<file path="src/rtl/cache_mem_arbiter_if.sv">
// cache_mem_arbiter_if
//   Bundles the three line-transfer ports that meet at the cache/memory
//   arbiter: the I-cache request port, the D-cache request port and the
//   single main-memory port.
//
//   Signal groups:
//     i_mem_*  I-cache side: ren/wen/addr/wdata in, rdata/ready out
//     d_mem_*  D-cache side: same shape as the I-cache side
//     mem_*    memory side: ren/wen/addr/wdata out, rdata/ready in
//
//   Modports:
//     master  the arbiter's view (drives the memory port and cache responses)
//     slave   the environment's view (the two caches plus the memory model)
interface cache_mem_arbiter_if #(
    parameter int ADDR_W = 28,
    parameter int DATA_W = 128
) ();
    logic              i_mem_ren;
    logic              i_mem_wen;
    logic [ADDR_W-1:0] i_mem_addr;
    logic [DATA_W-1:0] i_mem_wdata;
    logic [DATA_W-1:0] i_mem_rdata;
    logic              i_mem_ready;

    logic              d_mem_ren;
    logic              d_mem_wen;
    logic [ADDR_W-1:0] d_mem_addr;
    logic [DATA_W-1:0] d_mem_wdata;
    logic [DATA_W-1:0] d_mem_rdata;
    logic              d_mem_ready;

    logic              mem_ren;
    logic              mem_wen;
    logic [ADDR_W-1:0] mem_addr;
    logic [DATA_W-1:0] mem_wdata;
    logic [DATA_W-1:0] mem_rdata;
    logic              mem_ready;

    modport master (
        input  i_mem_ren, i_mem_wen, i_mem_addr, i_mem_wdata,
        output i_mem_rdata, i_mem_ready,
        input  d_mem_ren, d_mem_wen, d_mem_addr, d_mem_wdata,
        output d_mem_rdata, d_mem_ready,
        output mem_ren, mem_wen, mem_addr, mem_wdata,
        input  mem_rdata, mem_ready
    );

    modport slave (
        output i_mem_ren, i_mem_wen, i_mem_addr, i_mem_wdata,
        input  i_mem_rdata, i_mem_ready,
        output d_mem_ren, d_mem_wen, d_mem_addr, d_mem_wdata,
        input  d_mem_rdata, d_mem_ready,
        input  mem_ren, mem_wen, mem_addr, mem_wdata,
        output mem_rdata, mem_ready
    );
endinterface

</file>
<file path="src/rtl/cache_mem_arbiter.sv">
// cache_mem_arbiter
//   Shares the single main-memory port between the instruction cache and
//   the data cache. One cache is granted at a time; its line read or write
//   is driven on the memory port until memory acknowledges, then a one-cycle
//   ready pulse (with read data for reads) is returned to that cache.
//   Simultaneous requests are resolved round-robin on a 1-bit last-grant
//   flag. Every output is a register.
//
//   Ports:
//     clk  system clock
//     rst  synchronous, active-high reset
//     bus  cache_mem_arbiter_if.master: I-cache, D-cache and memory ports
module cache_mem_arbiter #(
    parameter int ADDR_W = 28,
    parameter int DATA_W = 128
) (
    input  logic                  clk,
    input  logic                  rst,
    cache_mem_arbiter_if.master   bus
);

    typedef enum logic [2:0] {
        IDLE   = 3'd0,
        BUSY_I = 3'd1,
        BUSY_D = 3'd2,
        RESP_I = 3'd3,
        RESP_D = 3'd4
    } state_t;

    localparam logic GNT_I = 1'b0;
    localparam logic GNT_D = 1'b1;

    state_t            state;
    state_t            state_nxt;
    logic              last_grant;
    logic              last_grant_nxt;
    logic              mem_ren_nxt;
    logic              mem_wen_nxt;
    logic [ADDR_W-1:0] mem_addr_nxt;
    logic [DATA_W-1:0] mem_wdata_nxt;
    logic [DATA_W-1:0] i_rdata_nxt;
    logic [DATA_W-1:0] d_rdata_nxt;
    logic              i_ready_nxt;
    logic              d_ready_nxt;
    logic              i_req;
    logic              d_req;

    assign i_req = bus.i_mem_ren | bus.i_mem_wen;
    assign d_req = bus.d_mem_ren | bus.d_mem_wen;

    always_ff @(posedge clk) begin
        if (rst) begin
            state           <= IDLE;
            last_grant      <= GNT_I;
            bus.mem_ren     <= 1'b0;
            bus.mem_wen     <= 1'b0;
            bus.mem_addr    <= '0;
            bus.mem_wdata   <= '0;
            bus.i_mem_rdata <= '0;
            bus.d_mem_rdata <= '0;
            bus.i_mem_ready <= 1'b0;
            bus.d_mem_ready <= 1'b0;
        end else begin
            state           <= state_nxt;
            last_grant      <= last_grant_nxt;
            bus.mem_ren     <= mem_ren_nxt;
            bus.mem_wen     <= mem_wen_nxt;
            bus.mem_addr    <= mem_addr_nxt;
            bus.mem_wdata   <= mem_wdata_nxt;
            bus.i_mem_rdata <= i_rdata_nxt;
            bus.d_mem_rdata <= d_rdata_nxt;
            bus.i_mem_ready <= i_ready_nxt;
            bus.d_mem_ready <= d_ready_nxt;
        end
    end

    // Next-state and next-output logic. Outputs are computed one cycle
    // ahead so that the ready pulse coincides exactly with the RESP state.
    always_comb begin
        state_nxt      = state;
        last_grant_nxt = last_grant;
        mem_ren_nxt    = bus.mem_ren;
        mem_wen_nxt    = bus.mem_wen;
        mem_addr_nxt   = bus.mem_addr;
        mem_wdata_nxt  = bus.mem_wdata;
        i_rdata_nxt    = bus.i_mem_rdata;
        d_rdata_nxt    = bus.d_mem_rdata;
        i_ready_nxt    = 1'b0;
        d_ready_nxt    = 1'b0;

        case (state)
            IDLE: begin
                // I wins when it is alone, or on a tie when D went last.
                if (i_req && (!d_req || last_grant == GNT_D)) begin
                    state_nxt      = BUSY_I;
                    last_grant_nxt = GNT_I;
                    mem_addr_nxt   = bus.i_mem_addr;
                    mem_wdata_nxt  = bus.i_mem_wdata;
                    mem_wen_nxt    = bus.i_mem_wen;
                    mem_ren_nxt    = bus.i_mem_ren & ~bus.i_mem_wen;
                end else if (d_req) begin
                    state_nxt      = BUSY_D;
                    last_grant_nxt = GNT_D;
                    mem_addr_nxt   = bus.d_mem_addr;
                    mem_wdata_nxt  = bus.d_mem_wdata;
                    mem_wen_nxt    = bus.d_mem_wen;
                    mem_ren_nxt    = bus.d_mem_ren & ~bus.d_mem_wen;
                end
            end
            BUSY_I: begin
                if (bus.mem_ready) begin
                    // Read data is only meaningful for a read transfer.
                    if (bus.mem_ren) begin
                        i_rdata_nxt = bus.mem_rdata;
                    end
                    mem_ren_nxt = 1'b0;
                    mem_wen_nxt = 1'b0;
                    i_ready_nxt = 1'b1;
                    state_nxt   = RESP_I;
                end
            end
            BUSY_D: begin
                if (bus.mem_ready) begin
                    if (bus.mem_ren) begin
                        d_rdata_nxt = bus.mem_rdata;
                    end
                    mem_ren_nxt = 1'b0;
                    mem_wen_nxt = 1'b0;
                    d_ready_nxt = 1'b1;
                    state_nxt   = RESP_D;
                end
            end
            RESP_I, RESP_D: begin
                state_nxt = IDLE;
            end
            default: begin
                state_nxt = IDLE;
            end
        endcase
    end

endmodule

</file>
<file path="src/flat_wrapper.sv">
// flat-port wrapper written by rule: the top's interface ports become plain ports
module cache_mem_arbiter_flat 
#(
    parameter int ADDR_W = 28,
    parameter int DATA_W = 128
)
  (clk, rst, bus_i_mem_ren, bus_i_mem_wen, bus_i_mem_addr, bus_i_mem_wdata, bus_i_mem_rdata, bus_i_mem_ready, bus_d_mem_ren, bus_d_mem_wen, bus_d_mem_addr, bus_d_mem_wdata, bus_d_mem_rdata, bus_d_mem_ready, bus_mem_ren, bus_mem_wen, bus_mem_addr, bus_mem_wdata, bus_mem_rdata, bus_mem_ready);
  cache_mem_arbiter_if #(.ADDR_W(ADDR_W), .DATA_W(DATA_W)) bus_i ();
  input  logic clk;
  input  logic rst;
  input wire logic [$bits(bus_i.i_mem_ren)-1:0] bus_i_mem_ren;
  input wire logic [$bits(bus_i.i_mem_wen)-1:0] bus_i_mem_wen;
  input wire logic [$bits(bus_i.i_mem_addr)-1:0] bus_i_mem_addr;
  input wire logic [$bits(bus_i.i_mem_wdata)-1:0] bus_i_mem_wdata;
  output wire logic [$bits(bus_i.i_mem_rdata)-1:0] bus_i_mem_rdata;
  output wire logic [$bits(bus_i.i_mem_ready)-1:0] bus_i_mem_ready;
  input wire logic [$bits(bus_i.d_mem_ren)-1:0] bus_d_mem_ren;
  input wire logic [$bits(bus_i.d_mem_wen)-1:0] bus_d_mem_wen;
  input wire logic [$bits(bus_i.d_mem_addr)-1:0] bus_d_mem_addr;
  input wire logic [$bits(bus_i.d_mem_wdata)-1:0] bus_d_mem_wdata;
  output wire logic [$bits(bus_i.d_mem_rdata)-1:0] bus_d_mem_rdata;
  output wire logic [$bits(bus_i.d_mem_ready)-1:0] bus_d_mem_ready;
  output wire logic [$bits(bus_i.mem_ren)-1:0] bus_mem_ren;
  output wire logic [$bits(bus_i.mem_wen)-1:0] bus_mem_wen;
  output wire logic [$bits(bus_i.mem_addr)-1:0] bus_mem_addr;
  output wire logic [$bits(bus_i.mem_wdata)-1:0] bus_mem_wdata;
  input wire logic [$bits(bus_i.mem_rdata)-1:0] bus_mem_rdata;
  input wire logic [$bits(bus_i.mem_ready)-1:0] bus_mem_ready;
  assign bus_i.i_mem_ren = bus_i_mem_ren;
  assign bus_i.i_mem_wen = bus_i_mem_wen;
  assign bus_i.i_mem_addr = bus_i_mem_addr;
  assign bus_i.i_mem_wdata = bus_i_mem_wdata;
  assign bus_i_mem_rdata = bus_i.i_mem_rdata;
  assign bus_i_mem_ready = bus_i.i_mem_ready;
  assign bus_i.d_mem_ren = bus_d_mem_ren;
  assign bus_i.d_mem_wen = bus_d_mem_wen;
  assign bus_i.d_mem_addr = bus_d_mem_addr;
  assign bus_i.d_mem_wdata = bus_d_mem_wdata;
  assign bus_d_mem_rdata = bus_i.d_mem_rdata;
  assign bus_d_mem_ready = bus_i.d_mem_ready;
  assign bus_mem_ren = bus_i.mem_ren;
  assign bus_mem_wen = bus_i.mem_wen;
  assign bus_mem_addr = bus_i.mem_addr;
  assign bus_mem_wdata = bus_i.mem_wdata;
  assign bus_i.mem_rdata = bus_mem_rdata;
  assign bus_i.mem_ready = bus_mem_ready;
  cache_mem_arbiter #(.ADDR_W(ADDR_W), .DATA_W(DATA_W)) u_core (.clk(clk), .rst(rst), .bus(bus_i));
endmodule
</file>
<file path="config.mk">
export PLATFORM = sky130hd
export DESIGN_NAME = cache_mem_arbiter_flat
export DESIGN_NICKNAME = d
export VERILOG_FILES = /design/src/rtl/cache_mem_arbiter_if.sv /design/src/rtl/cache_mem_arbiter.sv /design/src/flat_wrapper.sv
export SDC_FILE = /design/constraint.sdc
export NUM_CORES = 1
export LEC_CHECK = 0
export ABC_AREA = 0
export BUFFER_PORTS_ARGS = -buffer_cell sky130_fd_sc_hd__buf_2
export CORE_AREA = 2 2 337 339
export DETAILED_ROUTE_END_ITERATION = 8
export DIE_AREA = 0 0 339 341
export GPL_ROUTABILITY_DRIVEN = 1
export SKIP_LAST_GASP = 1
export SLEW_MARGIN = 10
export SYNTH_ARGS = -nofsm -noshare
export SYNTH_HDL_FRONTEND = slang
export SYNTH_SLANG_ARGS = --single-unit
</file>
<file path="constraint.sdc">
create_clock -name clk -period 1.9 [get_ports clk]
set_clock_uncertainty 0.05 [all_clocks]
set_input_delay 0 -clock clk [delete_from_list [all_inputs] [get_ports clk]]
set_output_delay 0 -clock clk [all_outputs]
set_load 0.02 [all_outputs]
</file>
# Word-level counts from Yosys, hierarchy flattened
# Cells that the tools add are included.
# totals
word_cells	57
out_inout_bits	416
ff_bits	420
# classes
n_mux	19
n_eq_ne	6
bitwise	8
n_reduce_logical	14
# op_table
op	n
two-way mux 128 bit	2
two-way mux 28 bit	2
two-way mux 3 bit	4
AND reduction 3 bit	4
case mux 3 bit (3 select lines)	1
two-way mux 1 bit	8
OR reduction 2 bit	3
!= test 2 bit (second input constant)	2
inverter 1 bit	4
case mux 1 bit (2 select lines)	2
nonzero test 2 bit	2
== test 3 x 1 -> 1 bit (second input constant)	1
== test 3 x 2 -> 1 bit (second input constant)	1
zero test 3 bit	1
!= test 3 x 1 -> 1 bit (second input constant)	1
AND 1 bit	2
!= test 2 x 1 -> 1 bit (second input constant)	1
OR 1 bit	2
AND reduction 2 bit	1
logical AND 1 bit	1
zero test 1 bit	1
logical OR 1 bit	1

# Depth between registers and ports, before layout
# Gate-level depths: netlist (run 1).
# logic_depth
word_depth	6
mapped_depth	7
depth_no_buf	3

# Worst setup path after synthesis (run 1)
# OpenSTA, ideal clock, no wires.
# synth_timing
kind	flip-flop to flip-flop
start	register u_core.state[0]
end	register u_core.bus.mem_wdata[10]
path_stages_with_launch	7
path_buffers	3
slack_ns	0.115
required_time_ns	1.761
arrival_ns	1.646
period_less_slack_ns	1.785
path_cell_list	dfxtp_1 clkbuf_1 nor3_2 clkbuf_1 clkbuf_1 a21oi_1 a311oi_2
# synth_via
elab_chain_len	2
# synth_lines
element	line	source
from (decl)	cache_mem_arbiter.sv:33	state_t state;
from (signal assigned)	cache_mem_arbiter.sv:64	state <= state_nxt;
zero test 3 bit	cache_mem_arbiter.sv:91	case (state)
AND reduction 2 bit (no line)	-	
to (signal assigned)	cache_mem_arbiter.sv:69	bus.mem_wdata <= mem_wdata_nxt;
to (decl)	cache_mem_arbiter_if.sv:44	output mem_ren, mem_wen, mem_addr, mem_wdata,
# Every way passes these cells.
# A chain may end at the register's enable or synchronous reset.

# Worst setup path in the final report (run 1)
# layout_timing
start	register u_core.last_grant
end	register u_core.bus.mem_addr[5]
# layout_via
elab_chain_len	4
# layout_lines
element	line	source
from (decl)	cache_mem_arbiter.sv:35	logic last_grant;
from (signal assigned)	cache_mem_arbiter.sv:65	last_grant <= last_grant_nxt;
logical OR 1 bit *	cache_mem_arbiter.sv:94	if (i_req && (!d_req || last_grant == GNT_D)) begin
logical AND 1 bit *	cache_mem_arbiter.sv:94	
nonzero test 2 bit (no line)	-	
AND reduction 2 bit (no line)	-	
to (signal assigned)	cache_mem_arbiter.sv:68	bus.mem_addr <= mem_addr_nxt;
to (decl)	cache_mem_arbiter_if.sv:44	
# Mark *: on every way between the ends. The rest lies on a longest branch, timed or not.

==> results.toml, run 1 <==
[outcome]
status = "complete, no violations"

[critical_path]
startpoint_type = "register"
cp-end-kind = "register"
worst-path-max-fanout = 19
worst-setup-path-type = "reg2reg"
worstPathRequired_ns = 2.39
worstPathArrival_ns = 2.36

[drt]
finalWirelength_microns = 102000
top_signal_layer_used = "met5"
drt_pass1_iterations = 8
ant_nets = 0
drt_first_iter_violations = 1557
met1Wirelength_microns = 41500
routed-wl-met2_microns = 47000
met3RoutedLength_microns = 8710
drt-wirelength-per-cell_microns = 20.9
drc_errors = 0
via_per_inst = 4.66
route.vias.total = 22814

[cts]
clock_sinks = 420
clk_path_buf_depth = 3
cts-root-buf = "clkbuf_16"
cts_made_buffers = 51
htree_num_levels = 2
tritoncts = "done"
clk_pin_slew_ns = 0.06
clock_latency_ns = 0.63

[cells_and_area]
mostFrequentLayoutCell = "buf_2"
fin_util = 0.282
finish.instance_area_sq_mm = 0.0315
drive_above_1_share = 0.357
layout_common_cells = "buf_2 (861), dlygate4sd3_1 (452), dfxtp_1 (420)"
n_fill_cell = 11668
final_net_count = 3796
final-instance-count-excl-fill = 4897
syn2layout_area_growth_pct = 70.0

[timing]
post-route-min-period_ns = 1.86
worst_tran_pin_value_ns = 0.653
timing.setup.tns_ns = 0
post-route-period-util = 0.981
timing.final.hold_violations = 0
maxSlewHeadroom = 0.565
setup_repair_after_global_routing_missed_its_margin = "yes"
finalSetupViolCount = 0
fmax_mhz = 537
timing_max_transition_violations_final = 0

[grt]
global_route_wire_length_before_repair_microns = 146000
globalRouteTotalUtil = 0.165
via_count_of_the_first_global_routing_pass = 22018
number_of_antenna_violations_at_the_first_check_in_global_routing = 10
grt_start_max_net_pins = 125
grt.overflow.total = 0

[floorplanning]
dieHeight_microns = 341
fp.dieW_microns = 339
coreArea_sq_mm = 0.112
num_rows = 123
floorplan.initialDensity = 0.166
num_io_pins = 863
floorplan.die_area_sq_mm = 0.116

[logic_synthesis]
ys.flop_type = "dfxtp_1"
synth.net_count = 2582
yosys_warnings = 0
synth_edf_count = 0
synth.area.top_cells = "dfxtp_1 (45%), o21ai_0 (11%), a21oi_1 (11%)"
synthesis.area_per_instance_sq_um = 8.68
synthArstFlopShare = 0
synth.ff_latch_count = 420
synth_area_sq_mm = 0.0185
synth.largest_area_cell = "dfxtp_1"
synthCells = 2135
synth.lib_cells_used.distinct = 30
seq_area_frac_synth = 0.454
synth.top_cell.area_share = 0.454

[placed_design]
detailed_place.area_sq_mm = 0.0252
post-place-cells = 4340
dp.final_hpwl_microns = 72000
gp_routability_congestion = 0.907
port-buffer-count = 862

[power]
p_per_area_mw_per_mm2 = 946
max-vdd-ir-drop_mv = 0.594
power_leakage_nw = 12.5

[job]
drv_cap = 0

[worst_hold_path]
min_path_type = "in2reg"
==> final cells by class <==
cell class,count,area [sq um],area share
Antenna cell,6,15.0,0.000477
Clock inverter,24,288,0.00913
Inverter,1,3.75,0.000119
Timing Repair Buffer,1445,10400,0.332
Tap cell,1500,1880,0.0596
Clock buffer,71,1460,0.0464
Sequential cell,420,8410,0.267
Multi-Input combinational cell,1430,9010,0.286
==> worst max-delay path, stage by stage, from the launching register on <==
cell	delay, ns
dfxtp_1	0.36
o21bai_4	0.26
buf_12	0.23
nand3b_1	0.08
dlygate4sd3_1	0.55
a311oi_1	0.24
==> cell families (layout without fill, tap and decap cells) <==
family,count (synthesis),after routing,share of synthesized area
XOR/XNOR,1,1,0.000473
AND/OR/NAND/NOR,435,435,0.140
buffers and inverters,285,1541,0.0633
other,0,6,0
AO/OA/AOI/OAI,994,994,0.342
flip-flops,420,420,0.454
==> cells in the mapped netlist, types with 2 or more instances <==
cell      instances
dfxtp_1         420
o21ai_0         415
a21oi_1         414
clkbuf_1        257
nand3_1         256
nand3b_1        160
a311oi_2        120
a311oi_1         36
buf_6            13
buf_1             9
buf_2             5
nor2_1            4
nor3_1            4
nand2b_1          3
a211oi_1          2
and3b_1           2
o32ai_1           2
==> flip-flops by register name, summed over array words and instances, names as in the netlist <==
register and flops:
u_core.bus.d_mem_rdata 128, u_core.bus.i_mem_rdata 128, u_core.bus.mem_wdata 128, u_core.bus.mem_addr 28, u_core.state 3, u_core.bus.d_mem_ready 1
u_core.bus.i_mem_ready 1, u_core.bus.mem_ren 1, u_core.bus.mem_wen 1, u_core.last_grant 1
==> final timing paths <==
check | from | end | slack, ns | cells after the start
min reg2reg | u_core.bus.i_mem_rdata[31]$_SDFFE_PP0P_ | u_core.bus.i_mem_rdata[31]$_SDFFE_PP0P_ | 0.42 | 2
max | u_core.last_grant$_SDFFE_PP0P_ | u_core.bus.mem_addr[5]$_SDFFE_PP0P_ | 0.04 | 5
min | bus_mem_rdata[50] | u_core.bus.d_mem_rdata[50]$_SDFFE_PP0P_ | 0.14 | 4
max reg2reg | u_core.last_grant$_SDFFE_PP0P_ | u_core.bus.mem_addr[5]$_SDFFE_PP0P_ | 0.04 | 5
==> metal layers <==
metal,vias to the layer above,GRT usage
li1,10410,-
met1,10802,0.205
met2,1341,0.267
met3,253,0.0411
met4,8,0.0776
met5,-,0
==> repair_timing <==
action / CTS / global route
hold endpoints to repair: 418 / 0
setup endpoints to repair: 0 / 17
hold buffers: 452 / 0
resized for setup: 0 / 1
buffers inserted: 0 / 2
==> where the power goes <==
part	internal (mW)	switching [mW]	leakage [nW]
Clock	5.98	4.31	0.850
Sequential	9.63	0.475	3.43
Combinational	3.57	5.84	8.25
Total	19.2	10.6	12.5
==> metrics by stage <==
stage | hold slack [ns] | total power, mW | setup slack [ns]
final | 0.137 | 29.8 | 0.0369
after global routing | 0.106 | 31.0 | -0.0495
after CTS | 0.0654 | 29.9 | 0.0411
after detailed placement | 0.219 | 18.8 | 0.0915
after global placement | 0.216 | 18.7 | 0.0444
after floorplan | 0.0977 | 15.0 | 0.115
Note: power is estimated with default switching activity, not from simulation.
==> run 2: changes to the inputs <==
==> constraint.sdc (replaced) <==
create_clock -name clk -period 1.9 [get_ports clk]
set_clock_uncertainty 0.05 [all_clocks]
set_input_delay 0.095 -clock clk [delete_from_list [all_inputs] [get_ports clk]]
set_output_delay 0.095 -clock clk [all_outputs]
set_load 0.02 [all_outputs]
==> run 2 against run 1 <==
Net effect:
- die area is the same
- setup slack worse by 0.014 ns
- final area fell by 0.71%
- core utilization decreased by 0.20 points
- non-clock buffer count fell by 26
- worst hold slack lost 0.0014 ns
- register-to-register slack about the same
- clock-buffer cell count unchanged
- combinational power shrank 2%
- clock power hardly changed
- maximum frequency shrank 0.77%
==> results.toml, run 2 (synthesized netlist as in run 1, its figures left out) <==
[cells_and_area]
fin_util = 0.280
finish.instance_area_sq_mm = 0.0313
drive_above_1_share = 0.352
n_fill_cell = 11703
layout_common_cells = "buf_2 (861), dlygate4sd3_1 (448), dfxtp_1 (420)"
final_net_count = 3768
largest_registers = "u_core.bus.d_mem_rdata (128), u_core.bus.i_mem_rdata (128), u_core.bus.mem_wdata (128)"
syn2layout_area_growth_pct = 68.8
final-instance-count-excl-fill = 4868
mostFrequentLayoutCell = "buf_2"

[critical_path]
cp_common_cell = "buf_12"
peak_per_stage_delay_on_the_critical_path_ns = 0.34
worst_path_dominant_cell_family = "simple AND/OR/NAND/NOR gates"
worstPathRequired_ns = 2.31
critical_path.cell_chain = "nor3_4 > buf_12 > and2_4 > buf_12 > a311oi_2"
worst-path-max-fanout = 36
startpoint_type = "register"
worst-setup-path-type = "reg2reg"
worstPathArrival_ns = 2.29
cp-end-kind = "register"
cp_slowest_cell = "nor3_4"
critical_path.startpoint = "u_core.state[2]$_SDFFE_PP0P_"
timing.critical_path.buf_inv = 2
timing.rr.start = "u_core.state[2]$_SDFFE_PP0P_"

[timing]
post-route-period-util = 0.988
timing.setup.tns_ns = 0
maxSlewHeadroom = 0.574
finalSetupViolCount = 0
timing.final.hold_violations = 0
worst_tran_pin_value_ns = 0.639
post-route-min-period_ns = 1.88
worst_slack_ns = 0.0224
fmax_mhz = 533
timing_max_transition_violations_final = 0
hold_ws_ns = 0.136
setup_repair_after_global_routing_missed_its_margin = "yes"

[cts]
clock_sinks = 420
clk_pin_slew_ns = 0.06
cts_made_buffers = 49
clk_path_buf_depth = 3
htree_num_levels = 2
clock_latency_ns = 0.61
post-cts-setup-buffers = 0
cts-root-buf = "clkbuf_16"
tritoncts = "done"

[placed_design]
dp.final_hpwl_microns = 71200
placement.setup.worst_slack_ns = -0.144
port-buffer-count = 862
detailed_place.area_sq_mm = 0.0250
post-place-cells = 4321
gp_routability_congestion = 0.885

[drt]
via_per_inst = 4.60
drt-wirelength-per-cell_microns = 20.8
finalWirelength_microns = 101000
met1Wirelength_microns = 41400
drt_first_iter_violations = 1464
routed-wl-met2_microns = 46600
drc_errors = 0
top_signal_layer_used = "met5"
route.vias.total = 22390
met3RoutedLength_microns = 8640
ant_nets = 0
drt_pass1_iterations = 8

[worst_hold_path]
hold_path.startpoint = "bus_i_mem_ren"
min_path_type = "in2reg"

[floorplanning]
num_rows = 123
floorplan.initialDensity = 0.166
fp.dieW_microns = 339
coreArea_sq_mm = 0.112
dieHeight_microns = 341
num_io_pins = 863
floorplan.die_area_sq_mm = 0.116

[power]
clockPowerShare = 0.342
cell_internal_pwr_mw = 19.0
combinational_cell_fraction_of_total_power = 0.313
power_leakage_nw = 12.4
total_power_mw = 29.4
power_switching_mw = 10.4
max-vdd-ir-drop_mv = 0.670
p_per_area_mw_per_mm2 = 939
pwr-share-seq = 0.345
netSwitchingFraction = 0.353

[grt]
grt.overflow.total = 0
number_of_antenna_violations_at_the_first_check_in_global_routing = 6
global_route_wire_length_before_repair_microns = 144000
grt_start_max_net_pins = 140
via_count_of_the_first_global_routing_pass = 21505
globalRouteTotalUtil = 0.163

[outcome]
status = "complete, no violations"

[job]
drv_cap = 0
==> run 2: cell types whose count changed in the layout (fill, tap and decap cells not counted), moves of 2 or more <==
cell           change
clkbuf_16          -3
clkinv_8           +2
buf_4             -22
dlygate4sd3_1      -4
buf_16             +3
clkinvlp_4         -3
clkinv_4           -2
inv_16             -2
==> run 2: layout make-up <==
class	count	area, sq um	area share
flip-flops and latches	420	8410	0.269
clock buffers	71	1430	0.0457
well taps	1500	1880	0.0600
repair buffers	1419	10300	0.328
clock inverters	20	268	0.00856
diodes	7	17.5	0.000560
multi-input cells	1430	9010	0.288
inverters	1	3.75	0.000120
==> run 2: power by group through the flow <==
stage | registers (mW) | logic [mW] | clock network (mW)
floorplan | 11.2 | 3.77 | 0
global placement | 10.3 | 8.29 | 0
detailed placement | 10.3 | 8.35 | 0
CTS | 10.1 | 9.13 | 10.3
global route | 10.2 | 9.75 | 10.7
finish | 10.1 | 9.21 | 10.0
==> run 2: path summary, 6_finish.rpt <==
kind,endpoint,slack [ns],cells after the start
worst max-delay path,u_core.bus.mem_wdata[121]$_SDFFE_PP0P_,0.02,5
worst max register to register,u_core.bus.mem_wdata[121]$_SDFFE_PP0P_,0.02,5
worst min-delay path,u_core.last_grant$_SDFFE_PP0P_,0.14,4
worst min register to register,u_core.bus.i_mem_rdata[48]$_SDFFE_PP0P_,0.42,2
==> run 2: repair_timing <==
item,4_1_cts,5_1_grt
setup endpoints to repair,2,45
cloned,0,1
gates resized for setup,2,3
hold buffers,448,0
hold endpoints to repair,417,0
==> run 2: per-layer routing <==
layer  global-route usage  vias up
met1                0.202    10668
met4               0.0686        4
met2                0.265     1173
met3               0.0449      193
met5                    0        -
li1                     -    10352
==> run 2: worst min-delay path: cells and delay by family <==
kind,cells,cell delay (ns)
compound gates,2,0.30
buf+inv,1,0.16
simple gates,1,0.20
